==> src/rtl/issue_queue_pkg.sv <==
// Shared types for the issue queue slice.
//   PC_set      : one decoded instruction as handed from decode to issue,
//                 o_valid is only meaningful on the queue outputs.
//   iq_entry_t  : one queue storage slot.
//   INST_ALU / INST_DIV : inst_type encodings used by the pairing rules.
package issue_queue_pkg;

    localparam logic [9:0] INST_ALU = 10'h001;
    localparam logic [9:0] INST_DIV = 10'h008;

    typedef struct packed {
        logic [31:0] pc;
        logic [9:0]  inst_type;
        logic        rf_we;
        logic [4:0]  rf_rd;
        logic [4:0]  rf_raddr1;
        logic [4:0]  rf_raddr2;
        logic        o_valid;
    } PC_set;

    typedef PC_set iq_entry_t;

endpackage

==> src/rtl/issue_queue_if.sv <==
// Decode -> issue queue -> EX register bundle.
//   master : decode/control side (drives instructions, flush, stalls;
//            sees in_ready and the issued pair)
//   slave  : the issue queue itself
interface issue_queue_if;
    import issue_queue_pkg::*;

    PC_set in_set1;
    PC_set in_set2;
    logic  in_valid1;
    logic  in_valid2;
    logic  in_ready;
    logic  flush_BR;
    logic  stall_DCache;
    logic  stall_div;
    PC_set i_set1;
    PC_set i_set2;

    modport master (
        output in_set1, in_set2, in_valid1, in_valid2,
        output flush_BR, stall_DCache, stall_div,
        input  in_ready, i_set1, i_set2
    );

    modport slave (
        input  in_set1, in_set2, in_valid1, in_valid2,
        input  flush_BR, stall_DCache, stall_div,
        output in_ready, i_set1, i_set2
    );

endinterface

==> src/rtl/issue_pair_check.sv <==
// Combinational dual-issue legality check for two adjacent instructions.
//   set_a   : older instruction (goes to pipe A)
//   set_b   : younger instruction (goes to pipe B)
//   pair_ok : 1 when both may issue in the same cycle
module issue_pair_check
    import issue_queue_pkg::*;
(
    input  PC_set set_a,
    input  PC_set set_b,
    output logic  pair_ok
);

    logic alu_any;
    logic both_div;
    logic raw_hit;
    logic waw_hit;

    // Pipe A only has a simple ALU, so one of the pair must be one.
    assign alu_any  = (set_a.inst_type == INST_ALU) || (set_b.inst_type == INST_ALU);
    assign both_div = (set_a.inst_type == INST_DIV) && (set_b.inst_type == INST_DIV);

    // r0 is hardwired to zero, so writes to it never create a dependence.
    assign raw_hit = set_a.rf_we && (set_a.rf_rd != 5'd0) &&
                     ((set_a.rf_rd == set_b.rf_raddr1) || (set_a.rf_rd == set_b.rf_raddr2));
    assign waw_hit = set_a.rf_we && set_b.rf_we && (set_a.rf_rd != 5'd0) &&
                     (set_a.rf_rd == set_b.rf_rd);

    assign pair_ok = alu_any && !both_div && !raw_hit && !waw_hit;

    logic unused_fields;
    assign unused_fields = ^{set_a.pc, set_a.rf_raddr1, set_a.rf_raddr2, set_a.o_valid,
                             set_b.pc, set_b.o_valid};

endmodule

==> src/rtl/issue_queue.sv <==
// Dual-issue in-order instruction queue between decode and the EX register.
//   clk, rstn : clock, synchronous active-low reset
//   q (slave) : up to two pushes per cycle (in_set1/2, in_valid1/2, in_ready),
//               flush_BR / stall_DCache / stall_div control, and the two
//               oldest entries presented as i_set1 / i_set2 (o_valid = issue).
module issue_queue
    import issue_queue_pkg::*;
#(
    parameter int DEPTH = 8
) (
    input  logic          clk,
    input  logic          rstn,
    issue_queue_if.slave  q
);

    localparam int PTR_W = $clog2(DEPTH);
    localparam int CNT_W = PTR_W + 1;

    iq_entry_t        mem [DEPTH];
    logic [PTR_W-1:0] head;
    logic [PTR_W-1:0] tail;
    logic [CNT_W-1:0] count;

    logic [PTR_W-1:0] head_p1;
    logic [PTR_W-1:0] tail_p1;
    logic             push_ok;
    logic [1:0]       push_n;
    logic [1:0]       pop_n;
    logic             out1_vld;
    logic             out2_vld;
    logic             pair_ok;

    // Pointer arithmetic wraps naturally because DEPTH is a power of two.
    assign head_p1 = head + 1'b1;
    assign tail_p1 = tail + 1'b1;

    // Room for a full pair is required; same-cycle pops are not credited.
    assign q.in_ready = rstn && (count <= CNT_W'(DEPTH - 2));
    assign push_ok    = q.in_ready && !q.flush_BR;
    assign push_n     = push_ok ? ({1'b0, q.in_valid1} + {1'b0, q.in_valid2}) : 2'd0;

    issue_pair_check u_pair_check (
        .set_a   (mem[head]),
        .set_b   (mem[head_p1]),
        .pair_ok (pair_ok)
    );

    assign out1_vld = (count != '0);
    assign out2_vld = (count >= CNT_W'(2)) && pair_ok;

    assign pop_n = (q.stall_DCache || q.stall_div || q.flush_BR) ? 2'd0 :
                   ({1'b0, out1_vld} + {1'b0, out2_vld});

    // Non-issuing slots are forced to zero so the EX stage never sees stale fields.
    always_comb begin
        q.i_set1 = '0;
        q.i_set2 = '0;
        if (out1_vld) begin
            q.i_set1         = mem[head];
            q.i_set1.o_valid = 1'b1;
        end
        if (out2_vld) begin
            q.i_set2         = mem[head_p1];
            q.i_set2.o_valid = 1'b1;
        end
    end

    always_ff @(posedge clk) begin
        if (!rstn) begin
            head  <= '0;
            tail  <= '0;
            count <= '0;
        end else if (q.flush_BR) begin
            head  <= '0;
            tail  <= '0;
            count <= '0;
        end else begin
            head  <= head + PTR_W'(pop_n);
            tail  <= tail + PTR_W'(push_n);
            count <= count + CNT_W'(push_n) - CNT_W'(pop_n);
        end
    end

    // Valid inputs are packed from tail, so a lone in_set2 lands at tail.
    always_ff @(posedge clk) begin
        if (push_ok) begin
            if (q.in_valid1) begin
                mem[tail] <= q.in_set1;
            end
            if (q.in_valid2) begin
                mem[q.in_valid1 ? tail_p1 : tail] <= q.in_set2;
            end
        end
    end

endmodule

==> src/flat_wrapper.sv <==
// flat-port wrapper written by rule: the top's interface ports become plain ports
module issue_queue_flat import issue_queue_pkg::*;
#(
    parameter int DEPTH = 8
)
  (clk, rstn, q_in_set1, q_in_set2, q_in_valid1, q_in_valid2, q_flush_BR, q_stall_DCache, q_stall_div, q_in_ready, q_i_set1, q_i_set2);
  issue_queue_if q_i ();
  input  logic clk;
  input  logic rstn;
  input wire logic [$bits(q_i.in_set1)-1:0] q_in_set1;
  input wire logic [$bits(q_i.in_set2)-1:0] q_in_set2;
  input wire logic [$bits(q_i.in_valid1)-1:0] q_in_valid1;
  input wire logic [$bits(q_i.in_valid2)-1:0] q_in_valid2;
  input wire logic [$bits(q_i.flush_BR)-1:0] q_flush_BR;
  input wire logic [$bits(q_i.stall_DCache)-1:0] q_stall_DCache;
  input wire logic [$bits(q_i.stall_div)-1:0] q_stall_div;
  output wire logic [$bits(q_i.in_ready)-1:0] q_in_ready;
  output wire logic [$bits(q_i.i_set1)-1:0] q_i_set1;
  output wire logic [$bits(q_i.i_set2)-1:0] q_i_set2;
  assign q_i.in_set1 = q_in_set1;
  assign q_i.in_set2 = q_in_set2;
  assign q_i.in_valid1 = q_in_valid1;
  assign q_i.in_valid2 = q_in_valid2;
  assign q_i.flush_BR = q_flush_BR;
  assign q_i.stall_DCache = q_stall_DCache;
  assign q_i.stall_div = q_stall_div;
  assign q_in_ready = q_i.in_ready;
  assign q_i_set1 = q_i.i_set1;
  assign q_i_set2 = q_i.i_set2;
  issue_queue #(.DEPTH(DEPTH)) u_core (.clk(clk), .rstn(rstn), .q(q_i));
endmodule
==> config.mk <==
export PLATFORM = sky130hd
export DESIGN_NAME = issue_queue_flat
export DESIGN_NICKNAME = d
export VERILOG_FILES = /design/src/rtl/issue_queue_pkg.sv /design/src/rtl/issue_queue_if.sv /design/src/rtl/issue_pair_check.sv /design/src/rtl/issue_queue.sv /design/src/flat_wrapper.sv
export SDC_FILE = /design/constraint.sdc
export NUM_CORES = 1
export LEC_CHECK = 0
export BUFFER_PORTS_ARGS = -buffer_cell sky130_fd_sc_hd__buf_2
export CAP_MARGIN = 20
export CORE_ASPECT_RATIO = 0.8
export CORE_MARGIN = 1.5
export CORE_UTILIZATION = 50
export CTS_BUF_LIST = sky130_fd_sc_hd__clkbuf_8
export CTS_CLUSTER_DIAMETER = 60
export DETAILED_ROUTE_END_ITERATION = 6
export MAX_ROUTING_LAYER = met4
export PLACE_DENSITY = 0.69
export SYNTH_ARGS = -nofsm -noshare
export SYNTH_HDL_FRONTEND = slang
export SYNTH_SLANG_ARGS = --single-unit
==> constraint.sdc <==
create_clock -name clk -period 8.1 [get_ports clk]
set_clock_uncertainty 0.1 [all_clocks]
set_input_delay 0.81 -clock clk [delete_from_list [all_inputs] [get_ports clk]]
set_output_delay 0.81 -clock clk [all_outputs]
set_load 0.01 [all_outputs]
# Word level (Yosys, flattened, before mapping)
# Memory sizes are Yosys's and may differ from the RTL's. A register that Yosys moved wholly into a read port is not among the register bits.
# Index checks and enable logic that the tools add are counted.
# word_totals
reg_bits	10
ram_bits	472
input_bits	125
out_inout_bits	119
memories	1
# memory_table
memory	words	word_bits	read_ports	rd_ports_with_merged_regs	write_ports	line_no	source
u_core.mem	8	59	2	1	2	issue_queue.sv:19	iq_entry_t mem [DEPTH];
# op_classes
add_sub_neg	8
order_cmp	2
n_eq_ne	7
muxes	12
bitwise	1
n_reduce_logical	23
# ops
op	count
$mux W59	2
$eq A10 B1 Y1 const B	2
$eq A10 B4 Y1 const B	2
$eq A5 B5 Y1	3
$logic_and A1 B1 Y1	12
$add A3 B1 Y3 const B	2
$add A3 B2 Y3	2
$mux W1	6
$mux W3	2
$reduce_bool A5 Y1	1
$add A1 B1 Y2	2
$add A4 B2 Y4	1
$ge A4 B2 Y1 const B	1
$le A4 B3 Y1 const B	1
$logic_not A1 Y1	4
$logic_or A1 B1 Y1	4
$mux W2	2
$reduce_bool A4 Y1	1
$sub A4 B2 Y4	1
$reduce_or A2 Y1	1
$not A1 Y1	1

# Logic depth before layout (Yosys ltp)
# An unclocked memory read counts as a cell.
# depth
ltp_word	13
ltp_mapped	23
mapped_depth_nobuf	17

# Cells and area by module
# From an unflattened synthesis, not the netlist that was laid out.
# unflattened
cells_unflattened	1700
hier_area_um2	28801.4
# by_module_without_submodules
mod	instances	cells_each	area_each_um2	seq_area_each_um2
issue_queue	1	1667	28563.6	14373.8
issue_pair_check	1	33	237.7	0.0

# Worst setup path before layout
# Ideal clock, no wire load.
# synth_path
path_kind	input port to flip-flop
startpoint	input port rstn
endpoint	memory u_core.mem[2][10] (netlist name) (enable)
setup_time_ns	0.563
t_arrival_ns	6.113
t_required_ns	7.437
path_slack_ns	1.324
stages	5
path_buffers	0
path_cell_list	inv_1 a311oi_1 nor2b_1 nand2_1 o32ai_1
# synth_lines
item	line_no	source
start: declaration	flat_wrapper.sv:9	input logic rstn;
end: declaration	issue_queue.sv:19	

# Worst setup path in the final report
# layout_path
startpoint	register u_core.head[1]
endpoint	output port q_i_set2[1]
# layout_via
elab_chain_cells	10
# layout_lines
item	line_no	source
start: declaration	issue_queue.sv:20	logic [PTR_W-1:0] head;
start signal: assignment	issue_queue.sv:78	head <= head + PTR_W'(pop_n);
$add A3 B1 Y3 *	issue_queue.sv:34	assign head_p1 = head + 1'b1;
$mem_v2 Z8 W59 *	-	
$eq A10 B4 Y1 or $eq A5 B5 Y1 (tied branches)	issue_pair_check.sv:20, issue_pair_check.sv:24	
$logic_and A1 B1 Y1 or $logic_or A1 B1 Y1 (tied branches)	issue_pair_check.sv:20, issue_pair_check.sv:24	
$logic_not A1 Y1 or $logic_and A1 B1 Y1 (tied branches)	issue_pair_check.sv:28, issue_pair_check.sv:23	
$logic_and A1 B1 Y1 or $logic_not A1 Y1 (tied branches)	issue_pair_check.sv:28	assign pair_ok = alu_any && !both_div && !raw_hit && !waw_hit;
$logic_and A1 B1 Y1 (2 in series)	issue_pair_check.sv:28	
$logic_and A1 B1 Y1	issue_queue.sv:49	assign out2_vld = (count >= CNT_W'(2)) && pair_ok;
$mux W59 *	issue_queue.sv:62	if (out2_vld) begin
end: declaration	flat_wrapper.sv:19	output wire logic [$bits(q_i.i_set2)-1:0] q_i_set2;
# Every way passes the cells marked *; elsewhere a longest branch is shown, timed or not.

==> flow_metrics.env <==
export IMPL_outcome="complete, no violations"
export IMPL_p_per_area_mw_per_mm2=165
export IMPL_crit_start="u_core.head[1]$_SDFF_PP0_"
export IMPL_fin_crit_sh=0.829
export IMPL_core_sq_mm=0.0556
export IMPL_clk_pin_slew_ps=70
export IMPL_cts_resized_gates=0
export IMPL_placed_area_sq_mm=0.0302
export IMPL_fmax_ghz=0.149
export IMPL_num_vias=17600
export IMPL_htreeDepth=3
export IMPL_cp_arrival_ps=5800
export IMPL_synth_net_count=1871
export IMPL_synth_top_flop_cell="edfxtp_1"
export IMPL_cts_repair_timing_setup_buffer_count=0
export IMPL_path_class="flop to output pin"
export IMPL_grt_pass1_wl_microns=116000
export IMPL_dieArea_sq_mm=0.0580
export IMPL_synth_seq_cells=474
export IMPL_cts_buffers=81
export IMPL_grt_use_total=0.281
export IMPL_cts_max_path_buffers=3
export IMPL_antenna_found_initial=23
export IMPL_max_slew_worst_pin_slew_ps=1080
export IMPL_ctsHoldBuffers=0
export IMPL_yosysTopAreaCell="edfxtp_1"
export IMPL_grt_max_degree=133
export IMPL_crit_fanout=58
export IMPL_cts_tree="yes"
export IMPL_synth_edf_count=464
export IMPL_worst_ir_drop_vdd_mv=0.0966
export IMPL_drive_gt1_frac=0.550
export IMPL_clock_latency_ps=670
export IMPL_wl_microns=78700
export IMPL_synth_area_leaders="edfxtp_1 (49%), mux2_2 (19%), mux4_2 (18%)"
export IMPL_grt_overflow_total=0
export IMPL_initial_core_util=0.509
export IMPL_slew_viol_final=0
export IMPL_die_x_microns=269
export IMPL_ioPinCount=244
export IMPL_cap_violations=0
export IMPL_path_cells="ha_4 > buf_4 > mux4_2 > mux2i_1 > xor2_1 > nor3_1 > o21a_4 > buf_4 > nor3_1 > buf_2"
export IMPL_start_kind="flop"
export IMPL_wl_met1_microns=32200
export IMPL_rows=77
export IMPL_ctsRootBufferMaster="clkbuf_8"
export IMPL_grt_pass1_vias=17900
export IMPL_drc=0
export IMPL_setup_viol=0
export IMPL_syn_inst=1730
export IMPL_firstDrtPassIters=5
export IMPL_slowest_stage="dfxtp_4"
export IMPL_hold_viol=0
export IMPL_nNetsFinal=2089
export IMPL_syn2layout_area_growth_pct=11.9
export IMPL_detail_route_antenna_nets=0
export IMPL_wl_met3_microns=6210
export IMPL_dr_first_iter_drc_count=1485
export IMPL_wl_met2_microns=38400
export IMPL_hold_path_class="primary input to flop"
export IMPL_synth_avg_cell_area_sq_um=16.4
export IMPL_gp_congestion=0.832
export IMPL_port_buffers=241
export IMPL_async_flop_share=0
export IMPL_viasPerCell=6.33
export IMPL_top_layer_used="met4"
export IMPL_ys_seq_area_frac=0.499
export IMPL_wl_per_cell_microns=28.4
export IMPL_synth_top_area_frac=0.492
export IMPL_syn_area_sq_mm=0.0283
export IMPL_nFillCells=4357
export IMPL_cts_num_sinks=474
export IMPL_required_ps=7190
export IMPL_hold_start="q_flush_BR"
export IMPL_end_kind="output pin"
export IMPL_rr_startpoint="u_core.head[0]$_SDFF_PP0_"
export IMPL_tns_ps=0
export IMPL_yosysWarnings=0
export IMPL_min_period_ps=6710
export IMPL_max_slew_margin=0.278
export IMPL_leakagePower_nw=10.1
export IMPL_crit_path_max_incr_delay_ps=900
export IMPL_die_h_microns=216
export IMPL_dpl_hpwl_microns=45000
export IMPL_grt_setup_unrepaired="false"
export IMPL_synth_cell_types=49
export IMPL_fin_area_sq_mm=0.0317
where the power goes:
group | internal (mW) | switching, mW | total, mW
registers | 2.73 | 0.0130 | 2.74
clock network | 1.00 | 0.977 | 1.98
logic | 0.226 | 0.281 | 0.507
cell usage in the layout (no fill, tap or decap), types with 4 or more instances in the layout:
master / n
nand3_1: 6
ha_1: 11
buf_2: 241
buf_4: 33
mux2_2: 466
nor3_1: 53
clkbuf_8: 83
and2_1: 7
nand3b_1: 7
nand2_1: 6
nor3b_1: 9
mux4_2: 222
edfxtp_1: 464
dfxtp_1: 7
nand4_1: 7
xnor2_1: 15
mux2i_1: 136
xor2_1: 6
o22ai_4: 6
a21oi_1: 5
nor3_2: 12
nor2_4: 9
nor2_1: 72
o311ai_0: 4
clkinvlp_4: 5
inv_1: 40
clkinv_1: 18
diode_2: 24
fa_1: 4
cells by family after synthesis:
group                      after synthesis  share of synthesized area
muxes                                  825                      0.411
DFF                                    474                      0.499
and+or+nand+nor                        201                     0.0367
buffers and inverters                  159                     0.0288
AOI/OAI and AO/OA                       32                    0.00876
xor gates and xnor gates                23                    0.00738
adders and majority gates               16                    0.00814
layer usage:
layer | vias up | global-route usage
li1 | 7567 | -
met1 | 9091 | 0.369
met2 | 763 | 0.439
met3 | 133 | 0.0621
met4 | 0 | 0.0856
met5 | - | -
state kept, by name, summed over array words and instances (netlist names):
signal / cells
u_core.tail: 3
u_core.mem: 464
u_core.count: 4
u_core.head: 3
per-stage QoR:
| stage | power (mW) | instances | utilization | setup slack, ps | hold slack, ps |
|---|---|---|---|---|---|
| finish | 5.23 | 2771 | 0.570 | 1390 | 427 |
| global route | 5.40 | 2769 | 0.570 | 1050 | 410 |
| CTS | 5.25 | 2747 | 0.569 | 1300 | 390 |
| detailed placement | 3.29 | 2615 | 0.543 | 1870 | 594 |
| global placement | 3.28 | 2615 | 0.543 | 1920 | 582 |
| floorplan | 3.09 | 1730 | - | 1320 | 537 |
critical path, delay by kind of cell, from the launching register on:
family	cells	cell delay [ps]
mux	2	1100
fa+ha+maj	1	760
xor+xnor	1	130
flops	1	900
simple gates	2	490
compound gates	1	180
buf+inv	3	1500
worst paths after layout:
| check | to | slack (ps) | cells after the start |
|---|---|---|---|
| max reg2reg | u_core.count[2]$_SDFF_PP0_ | 1820 | 18 |
| min reg2reg | u_core.count[3]$_SDFF_PP0_ | 600 | 4 |
| min | u_core.head[1]$_SDFF_PP0_ | 430 | 3 |
| max | q_i_set2[1] | 1390 | 10 |
cell usage after synthesis (6+ instances only):
master	instances
dfxtp_1	10
nand4_1	7
nor3_2	12
clkbuf_1	24
ha_1	12
edfxtp_1	464
mux2_2	466
nor3b_1	9
inv_1	19
nand3b_1	7
mux4_2	222
xor2_1	7
buf_6	8
and2_1	7
nand3_1	6
nand2_1	6
buf_2	90
nor2_1	81
mux2i_1	136
nor3_1	53
xnor2_1	15
o22ai_1	6
buf_1	6
buf_4	12
layout make-up:
class	instances	area (sq um)	share of cell area
well taps	750	938	0.0296
clock buffers	83	1140	0.0361
inverters	19	71.3	0.00225
multi-input cells	1097	13600	0.429
clock inverters	49	259	0.00818
diodes	24	60.1	0.00190
repair buffers	275	1470	0.0465
flip-flops and latches	474	14100	0.447
No activity file was read; power rests on OpenSTA's default activity.
